[src/rtl/led_result_buffer_pkg.sv]
// Shared types and widths for the LED result buffer.
package led_result_buffer_pkg;

    localparam int unsigned DATA_W = 8;
    localparam int unsigned TAG_W  = 8;
    localparam int unsigned DROP_W = 8;

    typedef enum logic {
        StIdle,
        StShow
    } disp_state_t;

endpackage

[src/rtl/led_result_buffer_if.sv]
// Result input strobe plus display/status outputs of the LED result buffer.
interface led_result_buffer_if
    import led_result_buffer_pkg::*;
#(
    parameter int unsigned DEPTH = 8
);

    logic                       res_valid;
    logic [DATA_W-1:0]          res_data;
    logic [TAG_W-1:0]           res_tag;
    logic [TAG_W+DATA_W-1:0]    led;
    logic                       full;
    logic [$clog2(DEPTH+1)-1:0] level;
    logic [DROP_W-1:0]          drop_cnt;
    logic                       busy;

    // Core side: produces results, observes display status.
    modport master (
        output res_valid, res_data, res_tag,
        input  led, full, level, drop_cnt, busy
    );

    // Buffer side.
    modport slave (
        input  res_valid, res_data, res_tag,
        output led, full, level, drop_cnt, busy
    );

endinterface

[src/rtl/led_result_buffer_sync_fifo.sv]
// Registered FIFO with separate occupancy count; pointers wrap naturally.
module sync_fifo #(
    parameter int unsigned DEPTH = 8,
    parameter int unsigned WIDTH = 16
) (
    input  logic                       clk,
    input  logic                       rst,
    input  logic                       push,
    input  logic                       pop,
    input  logic [WIDTH-1:0]           din,
    output logic [WIDTH-1:0]           dout,
    output logic [$clog2(DEPTH+1)-1:0] level,
    output logic                       full,
    output logic                       empty
);

    localparam int unsigned PtrW = $clog2(DEPTH);
    localparam int unsigned LvlW = $clog2(DEPTH + 1);
    localparam logic [LvlW-1:0] DepthLvl = LvlW'(DEPTH);

    logic [WIDTH-1:0] mem [DEPTH];
    logic [PtrW-1:0]  wr_ptr_q;
    logic [PtrW-1:0]  rd_ptr_q;
    logic [LvlW-1:0]  level_q;

    // Storage array; contents need no reset since pointers/level define validity.
    always_ff @(posedge clk) begin
        if (push) begin
            mem[wr_ptr_q] <= din;
        end
    end

    // Pointer and occupancy tracking.
    always_ff @(posedge clk or posedge rst) begin
        if (rst) begin
            wr_ptr_q <= '0;
            rd_ptr_q <= '0;
            level_q  <= '0;
        end else begin
            if (push) wr_ptr_q <= wr_ptr_q + 1'b1;
            if (pop)  rd_ptr_q <= rd_ptr_q + 1'b1;
            if (push && !pop) begin
                level_q <= level_q + 1'b1;
            end else if (pop && !push) begin
                level_q <= level_q - 1'b1;
            end
        end
    end

    assign dout  = mem[rd_ptr_q];
    assign level = level_q;
    assign full  = (level_q == DepthLvl);
    assign empty = (level_q == '0);

endmodule

[src/rtl/led_result_buffer.sv]
// Buffers core results and shows each on the LEDs for a fixed dwell time.
module led_result_buffer
    import led_result_buffer_pkg::*;
#(
    parameter int unsigned DEPTH       = 8,
    parameter int unsigned HOLD_CYCLES = 4
) (
    input  logic                clk,
    input  logic                rst,
    led_result_buffer_if.slave  bus
);

    localparam int unsigned EntW  = TAG_W + DATA_W;
    localparam int unsigned HoldW = $clog2(HOLD_CYCLES + 1);
    localparam logic [HoldW-1:0] HoldReload = HoldW'(HOLD_CYCLES - 1);

    disp_state_t       state_q, state_d;
    logic [HoldW-1:0]  hold_q, hold_d;
    logic [EntW-1:0]   led_q;
    logic [DROP_W-1:0] drop_q;

    logic              push;
    logic              pop;
    logic              full;
    logic              empty;
    logic [EntW-1:0]   head;
    logic [$clog2(DEPTH+1)-1:0] level;

    sync_fifo #(
        .DEPTH (DEPTH),
        .WIDTH (EntW)
    ) u_fifo (
        .clk   (clk),
        .rst   (rst),
        .push  (push),
        .pop   (pop),
        .din   ({bus.res_tag, bus.res_data}),
        .dout  (head),
        .level (level),
        .full  (full),
        .empty (empty)
    );

    // A full FIFO still accepts a push when the display pops in the same cycle.
    assign push = bus.res_valid && (!full || pop);

    // Display FSM: next state, dwell counter and pop decision.
    always_comb begin
        state_d = state_q;
        hold_d  = hold_q;
        pop     = 1'b0;
        unique case (state_q)
            StIdle: begin
                if (!empty) begin
                    pop     = 1'b1;
                    hold_d  = HoldReload;
                    state_d = StShow;
                end
            end
            StShow: begin
                if (hold_q != '0) begin
                    hold_d = hold_q - 1'b1;
                end else if (!empty) begin
                    pop    = 1'b1;
                    hold_d = HoldReload;
                end else begin
                    state_d = StIdle;
                end
            end
            default: state_d = StIdle;
        endcase
    end

    // State, dwell counter, displayed entry and saturating drop counter.
    always_ff @(posedge clk or posedge rst) begin
        if (rst) begin
            state_q <= StIdle;
            hold_q  <= '0;
            led_q   <= '0;
            drop_q  <= '0;
        end else begin
            state_q <= state_d;
            hold_q  <= hold_d;
            if (pop) begin
                led_q <= head;
            end
            if (bus.res_valid && !push && (drop_q != '1)) begin
                drop_q <= drop_q + 1'b1;
            end
        end
    end

    assign bus.led      = led_q;
    assign bus.full     = full;
    assign bus.level    = level;
    assign bus.drop_cnt = drop_q;
    assign bus.busy     = (state_q == StShow);

endmodule

[src/flat_wrapper.sv]
// flat-port wrapper written by rule: the top's interface ports become plain ports
module led_result_buffer_flat import led_result_buffer_pkg::*;
#(
    parameter int unsigned DEPTH       = 8,
    parameter int unsigned HOLD_CYCLES = 4
)
  (clk, rst, bus_res_valid, bus_res_data, bus_res_tag, bus_led, bus_full, bus_level, bus_drop_cnt, bus_busy);
  led_result_buffer_if #(.DEPTH(DEPTH)) bus_i ();
  input  logic clk;
  input  logic rst;
  input wire logic [$bits(bus_i.res_valid)-1:0] bus_res_valid;
  input wire logic [$bits(bus_i.res_data)-1:0] bus_res_data;
  input wire logic [$bits(bus_i.res_tag)-1:0] bus_res_tag;
  output wire logic [$bits(bus_i.led)-1:0] bus_led;
  output wire logic [$bits(bus_i.full)-1:0] bus_full;
  output wire logic [$bits(bus_i.level)-1:0] bus_level;
  output wire logic [$bits(bus_i.drop_cnt)-1:0] bus_drop_cnt;
  output wire logic [$bits(bus_i.busy)-1:0] bus_busy;
  assign bus_i.res_valid = bus_res_valid;
  assign bus_i.res_data = bus_res_data;
  assign bus_i.res_tag = bus_res_tag;
  assign bus_led = bus_i.led;
  assign bus_full = bus_i.full;
  assign bus_level = bus_i.level;
  assign bus_drop_cnt = bus_i.drop_cnt;
  assign bus_busy = bus_i.busy;
  led_result_buffer #(.DEPTH(DEPTH), .HOLD_CYCLES(HOLD_CYCLES)) u_core (.clk(clk), .rst(rst), .bus(bus_i));
endmodule
[config.mk]
export PLATFORM = sky130hd
export DESIGN_NAME = led_result_buffer_flat
export DESIGN_NICKNAME = d
export VERILOG_FILES = /design/src/rtl/led_result_buffer_pkg.sv /design/src/rtl/led_result_buffer_if.sv /design/src/rtl/led_result_buffer_sync_fifo.sv /design/src/rtl/led_result_buffer.sv /design/src/flat_wrapper.sv
export SDC_FILE = /design/constraint.sdc
export NUM_CORES = 1
export LEC_CHECK = 0
export ABC_AREA = 1
export CORE_MARGIN = 2
export CORE_UTILIZATION = 40
export CTS_CLUSTER_DIAMETER = 200
export DETAILED_ROUTE_END_ITERATION = 12
export PLACE_DENSITY_LB_ADDON = 0.05
export SLEW_MARGIN = 0
export SYNTH_ARGS = -nofsm -noshare
export SYNTH_HDL_FRONTEND = slang
export SYNTH_SLANG_ARGS = --single-unit
[constraint.sdc]
create_clock -name clk -period 3.2 [get_ports clk]
set_input_delay 0.48 -clock clk [delete_from_list [all_inputs] [get_ports clk]]
set_output_delay 0.48 -clock clk [all_outputs]
set_load 0.005 [all_outputs]
==> impl_results.md <==
* Final HPWL DP at 9380 microns
* Peak supply drop at 0.434 mV
* Critical Path Most Common Cell: sky130_fd_sc_hd__nand2_1
* Outcome: complete, no violations
* Sequential cell area fraction in the yosys report at 65.8%
* DIE HEIGHT at 139 microns
* Layout net count at 816
* Die ar. at 19300 sq um
* Post-Syn Instances at 730
* Worst path arrival time at 2.77 ns
* Min-Delay Path Class: input port to async pin
* Number of antenna violations at the first check in global routing at 0
* Clock net sink count at 166
* Final wirelength at 16000 microns
* Leakage power summed over all cells at 3.86 nW
* Top cells by area, synth: sky130_fd_sc_hd__edfxtp_1, sky130_fd_sc_hd__nand2_1, sky130_fd_sc_hd__dfrtp_1
* Average wire per cell in the routed design at 15.5 microns
* Boundary pin count at 49
* Cell with the most instances after synthesis: sky130_fd_sc_hd__nand2_1
* Final-report max-slew violation count at 0
* Port-buffer cells at 48
* Root cell of the clock tree: sky130_fd_sc_hd__clkbuf_16
* Final Setup Violations at 0
* Area fraction of the dominant cell type after synthesis at 52.7%
* Maximum frequency from static timing analysis at 406 MHz
* Max-slew headroom at the worst pin at 38.8%
* Period minus WS final at 2.46 ns
* Placed Instances at 998
* Share of cells above drive strength 1 at 6.99%
* Post-synthesis register bit count at 166
* GRT Util Overall at 17.2%
* Drt pass-1 iters at 4
* Vias in the first global route at 4748
* Cell variety after synth at 26
* Setup repair after global routing missed its margin: no
* Global route total overflow at 0
* Pin count of the biggest net entering global routing at 66
* Dominant cell type by area after synthesis: sky130_fd_sc_hd__edfxtp_1
* Final Hold Viols at 0
* Number of buffers added to fix hold violations after cts at 0
* Post-CTS setup buffer count at 0
* Number of buffers created by CTS at 17
* Global-route wire length before repair at 25600 microns
* Routed Antenna Nets at 0
* Cell chain of the critical path: inv_1 > ha_1 > inv_1 > o21ai_4 > nand2_4 > ha_1 > inv_1 > ha_1 > a21oi_1 > nand2_1 > nand2_1 > nand2_1 > nand2_1 > nand2_1
* Post-Syn Area at 7290 sq um
* Number of flops mapped to enable cells by yosys at 128
* Horizontal extent of the die at 139 microns
* Number of non-filler instances in the completed layout at 1030
* DRC viols at 0
* Core Area at 17900 sq um
* Final-layout setup total negative slack at 0 ns
* Critical path's slowest cell: sky130_fd_sc_hd__dfrtp_1
* Reported max-cap violation count at 0
* Power per cell area at 883 nW/um^2
* Crit path capture type: flop
* Worst-path clk slew at 0.06 ns
* Largest fanout of any net on the critical path at 19
* Transition time at the pin with the least slew margin at 0.913 ns
* Critical path startpoint category: flop
* CTS-repair resized insts at 0
* Clock network latency to the later pin of the worst-skew pair at 0.42 ns
* Setup skew after layout at 0.0147 ns
* Mapped Avg Cell Area at 9.99 sq um
* Fraction of registers with async set or reset after synthesis at 22.9%
* N_diodes at 0
* Clock tree from TritonCTS: built
* DRC violation total after the first TritonRoute iteration at 291
* Dominant synthesized flop cell: sky130_fd_sc_hd__edfxtp_1
* Warnings, synthesis at 0
* Area growth syn-to-layout at 18.5%
* Starting Density at 40.7%
* CTS H-Tree Depth at 4
* # rows at 49
* Kind of critical path: flop to flop
* Synth Net Count at 758
* Total number of vias at 4834
* Share of the clock period used by the worst path at 76.9%
* Max incr delay on CP at 0.36 ns
* Top cell types by occurrence after synthesis: sky130_fd_sc_hd__nand2_1, sky130_fd_sc_hd__edfxtp_1, sky130_fd_sc_hd__inv_1
* Via density per instance at 4.69
* Worst endpoint required time at 3.51 ns
* Worst-case clock buffer depth at 2
* Final Wtd Congestion at 0.754
[state kept, by name, indices dropped and copies added (netlist names)]
signal and cells:
u_core.bus.busy 1, u_core.bus.drop_cnt 8, u_core.u_fifo.level 4, u_core.bus.led 16
u_core.u_fifo.wr_ptr_q 3, u_core.u_fifo.mem 128, u_core.u_fifo.rd_ptr_q 3, u_core.hold_q 3
[routing by layer]
layer  vias up  GRT usage [%]  routed length (microns)  part of all wire, %
met4         0           5.42                      223                  1.4
li1       2434              -                        -                    -
met5         -              0                        0                    0
met3        16           3.63                      567                  3.5
met1      2294           23.7                     7700                   48
met2        90           27.6                     7520                   47
[worst paths after layout]
check,slack (ns),from,endpoint,cells past startpoint
max in group asynchronous,2.01,rst,u_core.hold_q[1],3
min in group clk,0.48,u_core.bus.led[8],u_core.bus.led[8],2
min reg2reg,0.48,u_core.bus.led[8],u_core.bus.led[8],2
min,0.47,rst,u_core.bus.led[10],2
max reg2reg,0.74,u_core.hold_q[0],u_core.u_fifo.level[3],14
max,0.74,u_core.hold_q[0],u_core.u_fifo.level[3],14
[cells by family (layout without fill, tap and decap cells)]
| group | count (synthesis) | in the layout | synth area share, % |
|---|---|---|---|
| AOI/OAI and AO/OA | 11 | 11 | 0.926 |
| xor gates and xnor gates | 10 | 10 | 1.20 |
| adders and majority gates | 9 | 9 | 1.65 |
| buffers and inverters | 153 | 224 | 8.51 |
| DFF | 166 | 166 | 65.8 |
| and+or+nand+nor | 381 | 381 | 22.0 |
[per-stage QoR]
| step | instance area, sq um | hold slack [ns] | utilization [%] | worst slack, ns | power [mW] |
|---|---|---|---|---|---|
| finish | 8640 | 0.467 | 48.3 | 0.740 | 7.63 |
| global route | 8640 | 0.506 | 48.3 | 0.483 | 8.17 |
| CTS | 8640 | 0.490 | 48.3 | 0.731 | 7.73 |
| detailed placement | 8050 | 0.470 | 45.0 | 0.726 | 5.64 |
| global placement | 8050 | 0.471 | 45.0 | 0.785 | 5.59 |
| floorplan | 7290 | 0.465 | - | 0.971 | 4.72 |
[cells in the final DEF (no fill, tap or decap)]
| master | netlist | routed |
|---|---|---|
| sky130_fd_sc_hd__nand2_1 | 257 | 257 |
| sky130_fd_sc_hd__edfxtp_1 | 128 | 128 |
| sky130_fd_sc_hd__inv_1 | 124 | 122 |
| sky130_fd_sc_hd__nand3_1 | 103 | 103 |
| sky130_fd_sc_hd__clkdlybuf4s50_1 | 0 | 48 |
| sky130_fd_sc_hd__dfrtp_1 | 38 | 37 |
| sky130_fd_sc_hd__buf_4 | 2 | 18 |
| sky130_fd_sc_hd__clkbuf_16 | 0 | 17 |
| sky130_fd_sc_hd__nor2_1 | 12 | 12 |
| sky130_fd_sc_hd__ha_1 | 8 | 8 |
| sky130_fd_sc_hd__o21ai_0 | 7 | 7 |
| sky130_fd_sc_hd__xnor2_1 | 6 | 6 |
| sky130_fd_sc_hd__xor2_1 | 4 | 4 |
| sky130_fd_sc_hd__clkbuf_1 | 4 | 4 |
| sky130_fd_sc_hd__nor2_4 | 3 | 3 |
| sky130_fd_sc_hd__clkinv_1 | 1 | 3 |
| sky130_fd_sc_hd__clkinvlp_4 | 0 | 3 |
| sky130_fd_sc_hd__clkinv_2 | 0 | 3 |
| sky130_fd_sc_hd__bufinv_16 | 0 | 3 |
| sky130_fd_sc_hd__nor2_2 | 2 | 2 |
| sky130_fd_sc_hd__nand4_1 | 2 | 2 |
| sky130_fd_sc_hd__clkbuf_8 | 0 | 2 |
| sky130_fd_sc_hd__o21ai_4 | 1 | 1 |
| sky130_fd_sc_hd__nand2_4 | 1 | 1 |
| sky130_fd_sc_hd__inv_2 | 1 | 1 |
| sky130_fd_sc_hd__nand2_2 | 1 | 1 |
| sky130_fd_sc_hd__o22ai_1 | 1 | 1 |
| sky130_fd_sc_hd__a21oi_1 | 1 | 1 |
| sky130_fd_sc_hd__o21ai_1 | 1 | 1 |
| sky130_fd_sc_hd__fa_1 | 1 | 1 |
| sky130_fd_sc_hd__dfrtp_2 | 0 | 1 |
[worst max-delay path: cells and delay by family (launching register included)]
| family | cells | cell delay (ns) |
|---|---|---|
| AND/OR/NAND/NOR | 6 | 0.53 |
| AO/OA/AOI/OAI | 2 | 0.40 |
| buffers and inverters | 3 | 0.29 |
| adder cells (fa/ha/maj) | 3 | 0.75 |
| flip-flops | 1 | 0.36 |
[final cells by class]
type                       instances  area (sq um)
fill                            1666          9260
inverter                         126           473
clock inverter                     9           128
tap                              229           287
timing repair buffer              66           616
multi-input combinational        411          1880
sequential                       166          4800
clock buffer                      23           468
[power by group]
group,internal (mW),switching [mW],total [mW]
logic,0.957,1.62,2.58
clock network,1.27,0.799,2.06
registers,2.77,0.216,2.99
total,5.00,2.64,7.63
Power figures use the tool's default switching activity.
